**config.mk**
```make
export PLATFORM = sky130hd
export DESIGN_NAME = bus_arb_flat
export DESIGN_NICKNAME = d
export VERILOG_FILES = /design/src/rtl/bus_arb_pkg.sv /design/src/rtl/bus_arb_if.sv /design/src/rtl/bus_arb_rr2.sv /design/src/rtl/bus_arb.sv /design/src/flat_wrapper.sv
export SDC_FILE = /design/constraint.sdc
export NUM_CORES = 1
export LEC_CHECK = 0
export ABC_CLOCK_PERIOD_IN_PS = 1900
export BUFFER_PORTS_ARGS = -buffer_cell sky130_fd_sc_hd__buf_2
export CAP_MARGIN = 5
export CORE_AREA = 2 2 93 95
export CTS_CLUSTER_DIAMETER = 200
export DETAILED_ROUTE_END_ITERATION = 6
export DIE_AREA = 0 0 95 97
export GPL_TIMING_DRIVEN = 0
export PLACE_DENSITY = 0.77
export SYNTH_ARGS = -nofsm -noshare
export SYNTH_HDL_FRONTEND = slang
export SYNTH_SLANG_ARGS = --single-unit
```
**constraint.sdc**
```tcl
create_clock -name clk -period 1.9 [get_ports clk]
set_input_delay 0.475 -clock clk [delete_from_list [all_inputs] [get_ports clk]]
set_output_delay 0.475 -clock clk [all_outputs]
set_load 0.05 [all_outputs]
```
**src/rtl/bus_arb_pkg.sv**
```systemverilog
// Shared definitions for the bus arbiter: state/owner codes, default timeout
// and the latched memory command record.
package bus_arb_pkg;

    // State codes double as the owner field driven to the outside world.
    localparam logic [1:0] ST_IDLE  = 2'b00;
    localparam logic [1:0] ST_FETCH = 2'b01;
    localparam logic [1:0] ST_LSU   = 2'b10;

    localparam logic [1:0] OWN_NONE  = ST_IDLE;
    localparam logic [1:0] OWN_FETCH = ST_FETCH;
    localparam logic [1:0] OWN_LSU   = ST_LSU;

    localparam int unsigned TIMEOUT_DEFAULT = 15;

    typedef struct packed {
        logic [15:0] addr;
        logic        we;
        logic [7:0]  wdata;
    } bus_cmd_t;

endpackage

```
**src/rtl/bus_arb_if.sv**
```systemverilog
// Requester and memory-side signals of the bus arbiter, bundled for port use.
interface bus_arb_if;

    logic        f_req;
    logic [15:0] f_addr;
    logic [31:0] f_data;
    logic        f_ack;

    logic        l_req;
    logic        l_we;
    logic [15:0] l_addr;
    logic [7:0]  l_wdata;
    logic [7:0]  l_rdata;
    logic        l_ack;

    logic        m_req;
    logic        m_we;
    logic [15:0] m_addr;
    logic [7:0]  m_wdata;
    logic [31:0] m_rdata;
    logic        m_rdy;

    logic        err;
    logic [1:0]  owner;

    // Arbiter side.
    modport master (
        input  f_req, f_addr, l_req, l_we, l_addr, l_wdata, m_rdata, m_rdy,
        output f_data, f_ack, l_rdata, l_ack, m_req, m_we, m_addr, m_wdata,
        output err, owner
    );

    // Requester/memory side.
    modport slave (
        output f_req, f_addr, l_req, l_we, l_addr, l_wdata, m_rdata, m_rdy,
        input  f_data, f_ack, l_rdata, l_ack, m_req, m_we, m_addr, m_wdata,
        input  err, owner
    );

endinterface

```
**src/rtl/bus_arb_rr2.sv**
```systemverilog
// Two-way round-robin pick: when both request, grant the one not served last.
module rr2 (
    input  logic       req0_i,
    input  logic       req1_i,
    input  logic       last_i,   // 0: req0 served last, 1: req1 served last
    output logic [1:0] gnt_o
);

    always_comb begin
        gnt_o = '0;
        if (req0_i && req1_i) begin
            gnt_o = last_i ? 2'b01 : 2'b10;
        end else if (req0_i) begin
            gnt_o = 2'b01;
        end else if (req1_i) begin
            gnt_o = 2'b10;
        end
    end

endmodule

```
**src/rtl/bus_arb.sv**
```systemverilog
// Fetch / load-store arbiter onto a single memory port with round-robin
// grant, latched command, wait counter and timeout abort.
module bus_arb
    import bus_arb_pkg::*;
#(
    parameter int unsigned TIMEOUT = TIMEOUT_DEFAULT
) (
    input logic       clk,
    input logic       rst,
    bus_arb_if.master bus
);

    localparam logic [7:0] TMO = 8'(TIMEOUT);

    logic [1:0]  state_q, state_d;
    logic        last_q, last_d;
    logic [7:0]  wcnt_q, wcnt_d;
    bus_cmd_t    cmd_q, cmd_d;
    logic [31:0] fdata_q, fdata_d;
    logic [7:0]  ldata_q, ldata_d;
    logic        fack_q, fack_d;
    logic        lack_q, lack_d;
    logic        err_q, err_d;

    logic        f_elig;
    logic        l_elig;
    logic [1:0]  gnt;

    // A requester is not eligible in its own ack cycle.
    assign f_elig = bus.f_req & ~fack_q;
    assign l_elig = bus.l_req & ~lack_q;

    rr2 u_rr2 (
        .req0_i (f_elig),
        .req1_i (l_elig),
        .last_i (last_q),
        .gnt_o  (gnt)
    );

    always_comb begin
        state_d = state_q;
        last_d  = last_q;
        wcnt_d  = wcnt_q;
        cmd_d   = cmd_q;
        fdata_d = fdata_q;
        ldata_d = ldata_q;
        fack_d  = 1'b0;
        lack_d  = 1'b0;
        err_d   = 1'b0;

        case (state_q)
            ST_IDLE: begin
                if (gnt[0]) begin
                    state_d    = ST_FETCH;
                    last_d     = 1'b0;
                    wcnt_d     = '0;
                    cmd_d.addr = bus.f_addr;
                    cmd_d.we   = 1'b0;
                end else if (gnt[1]) begin
                    state_d     = ST_LSU;
                    last_d      = 1'b1;
                    wcnt_d      = '0;
                    cmd_d.addr  = bus.l_addr;
                    cmd_d.we    = bus.l_we;
                    cmd_d.wdata = bus.l_wdata;
                end
            end

            ST_FETCH, ST_LSU: begin
                if (bus.m_rdy) begin
                    state_d = ST_IDLE;
                    if (state_q == ST_FETCH) begin
                        fack_d  = 1'b1;
                        fdata_d = bus.m_rdata;
                    end else begin
                        lack_d = 1'b1;
                        if (!cmd_q.we) begin
                            ldata_d = bus.m_rdata[7:0];
                        end
                    end
                end else if (wcnt_q == TMO) begin
                    state_d = ST_IDLE;
                    err_d   = 1'b1;
                    if (state_q == ST_FETCH) begin
                        fack_d  = 1'b1;
                        fdata_d = '1;
                    end else begin
                        lack_d  = 1'b1;
                        ldata_d = '1;
                    end
                end else begin
                    wcnt_d = wcnt_q + 8'd1;
                end
            end

            default: state_d = ST_IDLE;
        endcase
    end

    always_ff @(posedge clk) begin
        if (rst) begin
            state_q <= ST_IDLE;
            last_q  <= 1'b0;
            wcnt_q  <= '0;
            cmd_q   <= '0;
            fdata_q <= '0;
            ldata_q <= '0;
            fack_q  <= 1'b0;
            lack_q  <= 1'b0;
            err_q   <= 1'b0;
        end else begin
            state_q <= state_d;
            last_q  <= last_d;
            wcnt_q  <= wcnt_d;
            cmd_q   <= cmd_d;
            fdata_q <= fdata_d;
            ldata_q <= ldata_d;
            fack_q  <= fack_d;
            lack_q  <= lack_d;
            err_q   <= err_d;
        end
    end

    assign bus.m_req   = (state_q != ST_IDLE);
    assign bus.m_we    = cmd_q.we & (state_q == ST_LSU);
    assign bus.m_addr  = cmd_q.addr;
    assign bus.m_wdata = cmd_q.wdata;
    assign bus.f_data  = fdata_q;
    assign bus.f_ack   = fack_q;
    assign bus.l_rdata = ldata_q;
    assign bus.l_ack   = lack_q;
    assign bus.err     = err_q;
    assign bus.owner   = state_q;

endmodule

```
**src/flat_wrapper.sv**
```systemverilog
// flat-port wrapper written by rule: the top's interface ports become plain ports
module bus_arb_flat import bus_arb_pkg::*;
#(
    parameter int unsigned TIMEOUT = TIMEOUT_DEFAULT
)
  (clk, rst, bus_f_req, bus_f_addr, bus_l_req, bus_l_we, bus_l_addr, bus_l_wdata, bus_m_rdata, bus_m_rdy, bus_f_data, bus_f_ack, bus_l_rdata, bus_l_ack, bus_m_req, bus_m_we, bus_m_addr, bus_m_wdata, bus_err, bus_owner);
  bus_arb_if bus_i ();
  input logic clk;
  input logic rst;
  input wire logic [$bits(bus_i.f_req)-1:0] bus_f_req;
  input wire logic [$bits(bus_i.f_addr)-1:0] bus_f_addr;
  input wire logic [$bits(bus_i.l_req)-1:0] bus_l_req;
  input wire logic [$bits(bus_i.l_we)-1:0] bus_l_we;
  input wire logic [$bits(bus_i.l_addr)-1:0] bus_l_addr;
  input wire logic [$bits(bus_i.l_wdata)-1:0] bus_l_wdata;
  input wire logic [$bits(bus_i.m_rdata)-1:0] bus_m_rdata;
  input wire logic [$bits(bus_i.m_rdy)-1:0] bus_m_rdy;
  output wire logic [$bits(bus_i.f_data)-1:0] bus_f_data;
  output wire logic [$bits(bus_i.f_ack)-1:0] bus_f_ack;
  output wire logic [$bits(bus_i.l_rdata)-1:0] bus_l_rdata;
  output wire logic [$bits(bus_i.l_ack)-1:0] bus_l_ack;
  output wire logic [$bits(bus_i.m_req)-1:0] bus_m_req;
  output wire logic [$bits(bus_i.m_we)-1:0] bus_m_we;
  output wire logic [$bits(bus_i.m_addr)-1:0] bus_m_addr;
  output wire logic [$bits(bus_i.m_wdata)-1:0] bus_m_wdata;
  output wire logic [$bits(bus_i.err)-1:0] bus_err;
  output wire logic [$bits(bus_i.owner)-1:0] bus_owner;
  assign bus_i.f_req = bus_f_req;
  assign bus_i.f_addr = bus_f_addr;
  assign bus_i.l_req = bus_l_req;
  assign bus_i.l_we = bus_l_we;
  assign bus_i.l_addr = bus_l_addr;
  assign bus_i.l_wdata = bus_l_wdata;
  assign bus_i.m_rdata = bus_m_rdata;
  assign bus_i.m_rdy = bus_m_rdy;
  assign bus_f_data = bus_i.f_data;
  assign bus_f_ack = bus_i.f_ack;
  assign bus_l_rdata = bus_i.l_rdata;
  assign bus_l_ack = bus_i.l_ack;
  assign bus_m_req = bus_i.m_req;
  assign bus_m_we = bus_i.m_we;
  assign bus_m_addr = bus_i.m_addr;
  assign bus_m_wdata = bus_i.m_wdata;
  assign bus_err = bus_i.err;
  assign bus_owner = bus_i.owner;
  bus_arb #(.TIMEOUT(TIMEOUT)) u_core (.clk(clk), .rst(rst), .bus(bus_i));
endmodule
```
==> out/metrics.csv <==
metric,value,unit
outcome,completed,
fin_util,54.5,%
ir_drop,0.439,mV
avgSynthCellArea,9.83,um^2
antenna_found_initial,0,
cts_buffers,9,
cap_violations,0,
die_h,97,um
stdcell_area,4430,um^2
fin_nets,579,
ys_types,49,
fin_crit,1.80,ns
area_growth,32.9,%
die_x,95,um
whs,0.375,ns
synth-seq-cells,79,
synthFlopType,dfxtp_1,
drtIter0Drc,160,
ff2ff_path_depth,6,
finalSetupViolCount,0,
clk_pin_slew,0.08,ns
synth_compound_area_share,28.0,%
yosys.area.top_type,dfxtp_1,
synth_top_family_by_area,compound AO/OA/AOI/OAI gates,
holdPathEnd,u_core.bus.m_wdata[6]$_SDFFE_PP0P_,
drive_above_1_share,49.4,%
overflow,0,
cp.required,1.42,ns
synth_xor_area_share,0,%
power.total,4.35,mW
yosysMostFrequentCell,dfxtp_1,
r2r-end,u_core.wcnt_q[6]$_SDFFE_PP0P_,
dp.final_hpwl,6800,um
hold_start,bus_l_wdata[6],
crit_fanout,6,
syn-num-nets,421,
antennaDiodeCount,0,
tritoncts,built,
dp_cells,591,
r2r_start,u_core.bus.owner[0]$_SDFFE_PP0P_,
tightest_slew,0.627,ns
synth_fa_ha_area_share,1.50,%
hold_viol_final,0,
power_density,982,nW/um^2
switching_power,1.55,mW
netlist_area,3330,um^2
h-tree-depth,3,
clkSinkCount,79,
cp-end-kind,output pin,
cts.hold.buffers_added,0,
routedWlPerCell,14.7,um
synth.area.top_cells,"dfxtp_1, o221a_2, buf_4",
p_seq_share,42.4,%
finalWorstSetupSlack,0.0966,ns
vias,3170,
dp_slack,-0.0689,ns
port_buffers,147,
gp_congestion,0.849,
worstSetupPathType,flop to output pin,
grt_pass1_wl,14200,um
async_reset_ff_share,0,%
ant_nets,0,
reg2reg_slack,0.1,ns
hold_path_class,input pin to flop,
skew,0.0123,ns
io_pins,149,
timing.fmax,0.554,GHz
grt_max_degree,16,
p_leak,2.07,nW
num_rows,33,
pwr-share-clk,29.1,%
swShare,35.5,%
rsz0062_at_grt,no,
maxSlewViolCount,0,
place_area,4220,um^2
hold_depth,3,
cts-root-buf,clkbuf_8,
yosys.area.top_type_share,47.4,%
combPwrFrac,28.4,%
cts.path.max_buffers,2,
grt_pass1_vias,3043,
seq_area_frac_synth,47.4,%
drcViolationCount,0,
core,8130,um^2
netlist_instances,339,
die-area,9220,um^2
grt_usage,19.2,%
yosys_warnings,0,
fin_crit_sh,94.9,%
clock_latency,0.35,ns
fin_setup_tns,0,ns
wl,8920,um
first_pass_iters,4,
start_kind,flop,
vias_per_cell,5.22,
worstPathArrival,1.33,ns
synthTopCellsByCount,"dfxtp_1, o221a_2, o21ai_0",
fin_cells,607,
start_util,41.0,%
synth_edf_count,0,
muxShareOfSynthArea,0.338,%
p_int,2.81,mW
synthSimpleGateAreaFrac,12.3,%
maxSlewHeadroom,57.9,%
worst max-delay path by stage:
stage | from | end | cells after the start | slack [ns]
global placement | bus_f_req | u_core.bus.m_wdata[1]$_SDFFE_PP0P_ | 6 | -0.01
finish | u_core.bus.owner[0]$_SDFFE_PP0P_ | bus_m_req | 4 | 0.1
floorplan | u_core.bus.owner[0]$_SDFFE_PP0P_ | u_core.wcnt_q[6]$_SDFFE_PP0P_ | 6 | 0.06
detailed placement | bus_f_req | u_core.bus.m_addr[8]$_SDFFE_PP0P_ | 6 | -0.07
CTS | u_core.bus.owner[0]$_SDFFE_PP0P_ | bus_m_we | 4 | 0.07
global route | u_core.wcnt_q[0]$_SDFFE_PP0P_ | u_core.wcnt_q[0]$_SDFFE_PP0P_ | 5 | 0.01
worst max-delay path, cell delays in order (launching register included):
cell and delay, ns:
dfxtp_4 0.36, inv_1 0.07, ha_4 0.19, inv_2 0.09, buf_2 0.27
cell families (layout without fill, tap and decap cells):
group | Yosys count | after routing
DFF | 79 | 79
muxes | 1 | 1
adders and majority gates | 4 | 4
AOI/OAI and AO/OA | 119 | 119
buffers and inverters | 61 | 224
and+or+nand+nor | 75 | 75
area by class of cell:
type | instances | area, um^2
Fill cell | 777 | 3700
Sequential cell | 79 | 1590
Multi-Input combinational cell | 199 | 1420
Timing Repair Buffer | 147 | 736
Buffer | 46 | 292
Tap cell | 105 | 131
Clock buffer | 9 | 124
Clock inverter | 7 | 78.8
Inverter | 15 | 56.3
flip-flops by register name, indices dropped and copies added (netlist names):
signal	count
u_core.bus.m_addr	16
u_core.bus.l_ack	1
u_core.bus.owner	2
u_core.bus.l_rdata	8
u_core.bus.f_ack	1
u_core.bus.f_data	32
u_core.bus.err	1
u_core.wcnt_q	8
u_core.last_q	1
u_core.bus.m_wdata	8
u_core.cmd_q	1
per-layer routing:
metal / global-route usage [%] / vias to the layer above / wire length (um)
li1: - / 1563 / -
met1: 23.4 / 1458 / 3870
met2: 31.1 / 137 / 4080
met3: 5.45 / 12 / 814
met4: 8.36 / 0 / 157
met5: 0 / - / 0
cell usage in the layout, fill, tap and decap left out, types with 5 or more instances in the layout:
| cell type | n |
|---|---|
| nor3_1 | 5 |
| dfxtp_1 | 77 |
| o21ai_0 | 29 |
| nand2_1 | 14 |
| buf_4 | 24 |
| o221a_2 | 32 |
| nor2_1 | 20 |
| a221oi_1 | 16 |
| nand3_1 | 12 |
| buf_2 | 152 |
| inv_1 | 14 |
| nand2b_1 | 5 |
| clkbuf_8 | 9 |
| a21oi_1 | 20 |
| clkbuf_1 | 14 |
power by group through the flow:
stage          registers, mW  clock network (mW)  logic [mW]
2_1_floorplan           2.03                   0       0.767
3_3_place_gp            1.88                   0        1.22
3_5_place_dp            1.88                   0        1.24
4_1_cts                 1.85                1.30        1.24
5_1_grt                 1.86                1.36        1.33
6_report                1.85                1.27        1.24
timing repair:
action / in CTS / in global routing
hold endpoints to repair: 0 / 0
resized for setup: 0 / 3
buffers inserted: 0 / 0
setup endpoints to repair: 0 / 15
Power figures use the tool's default switching activity.
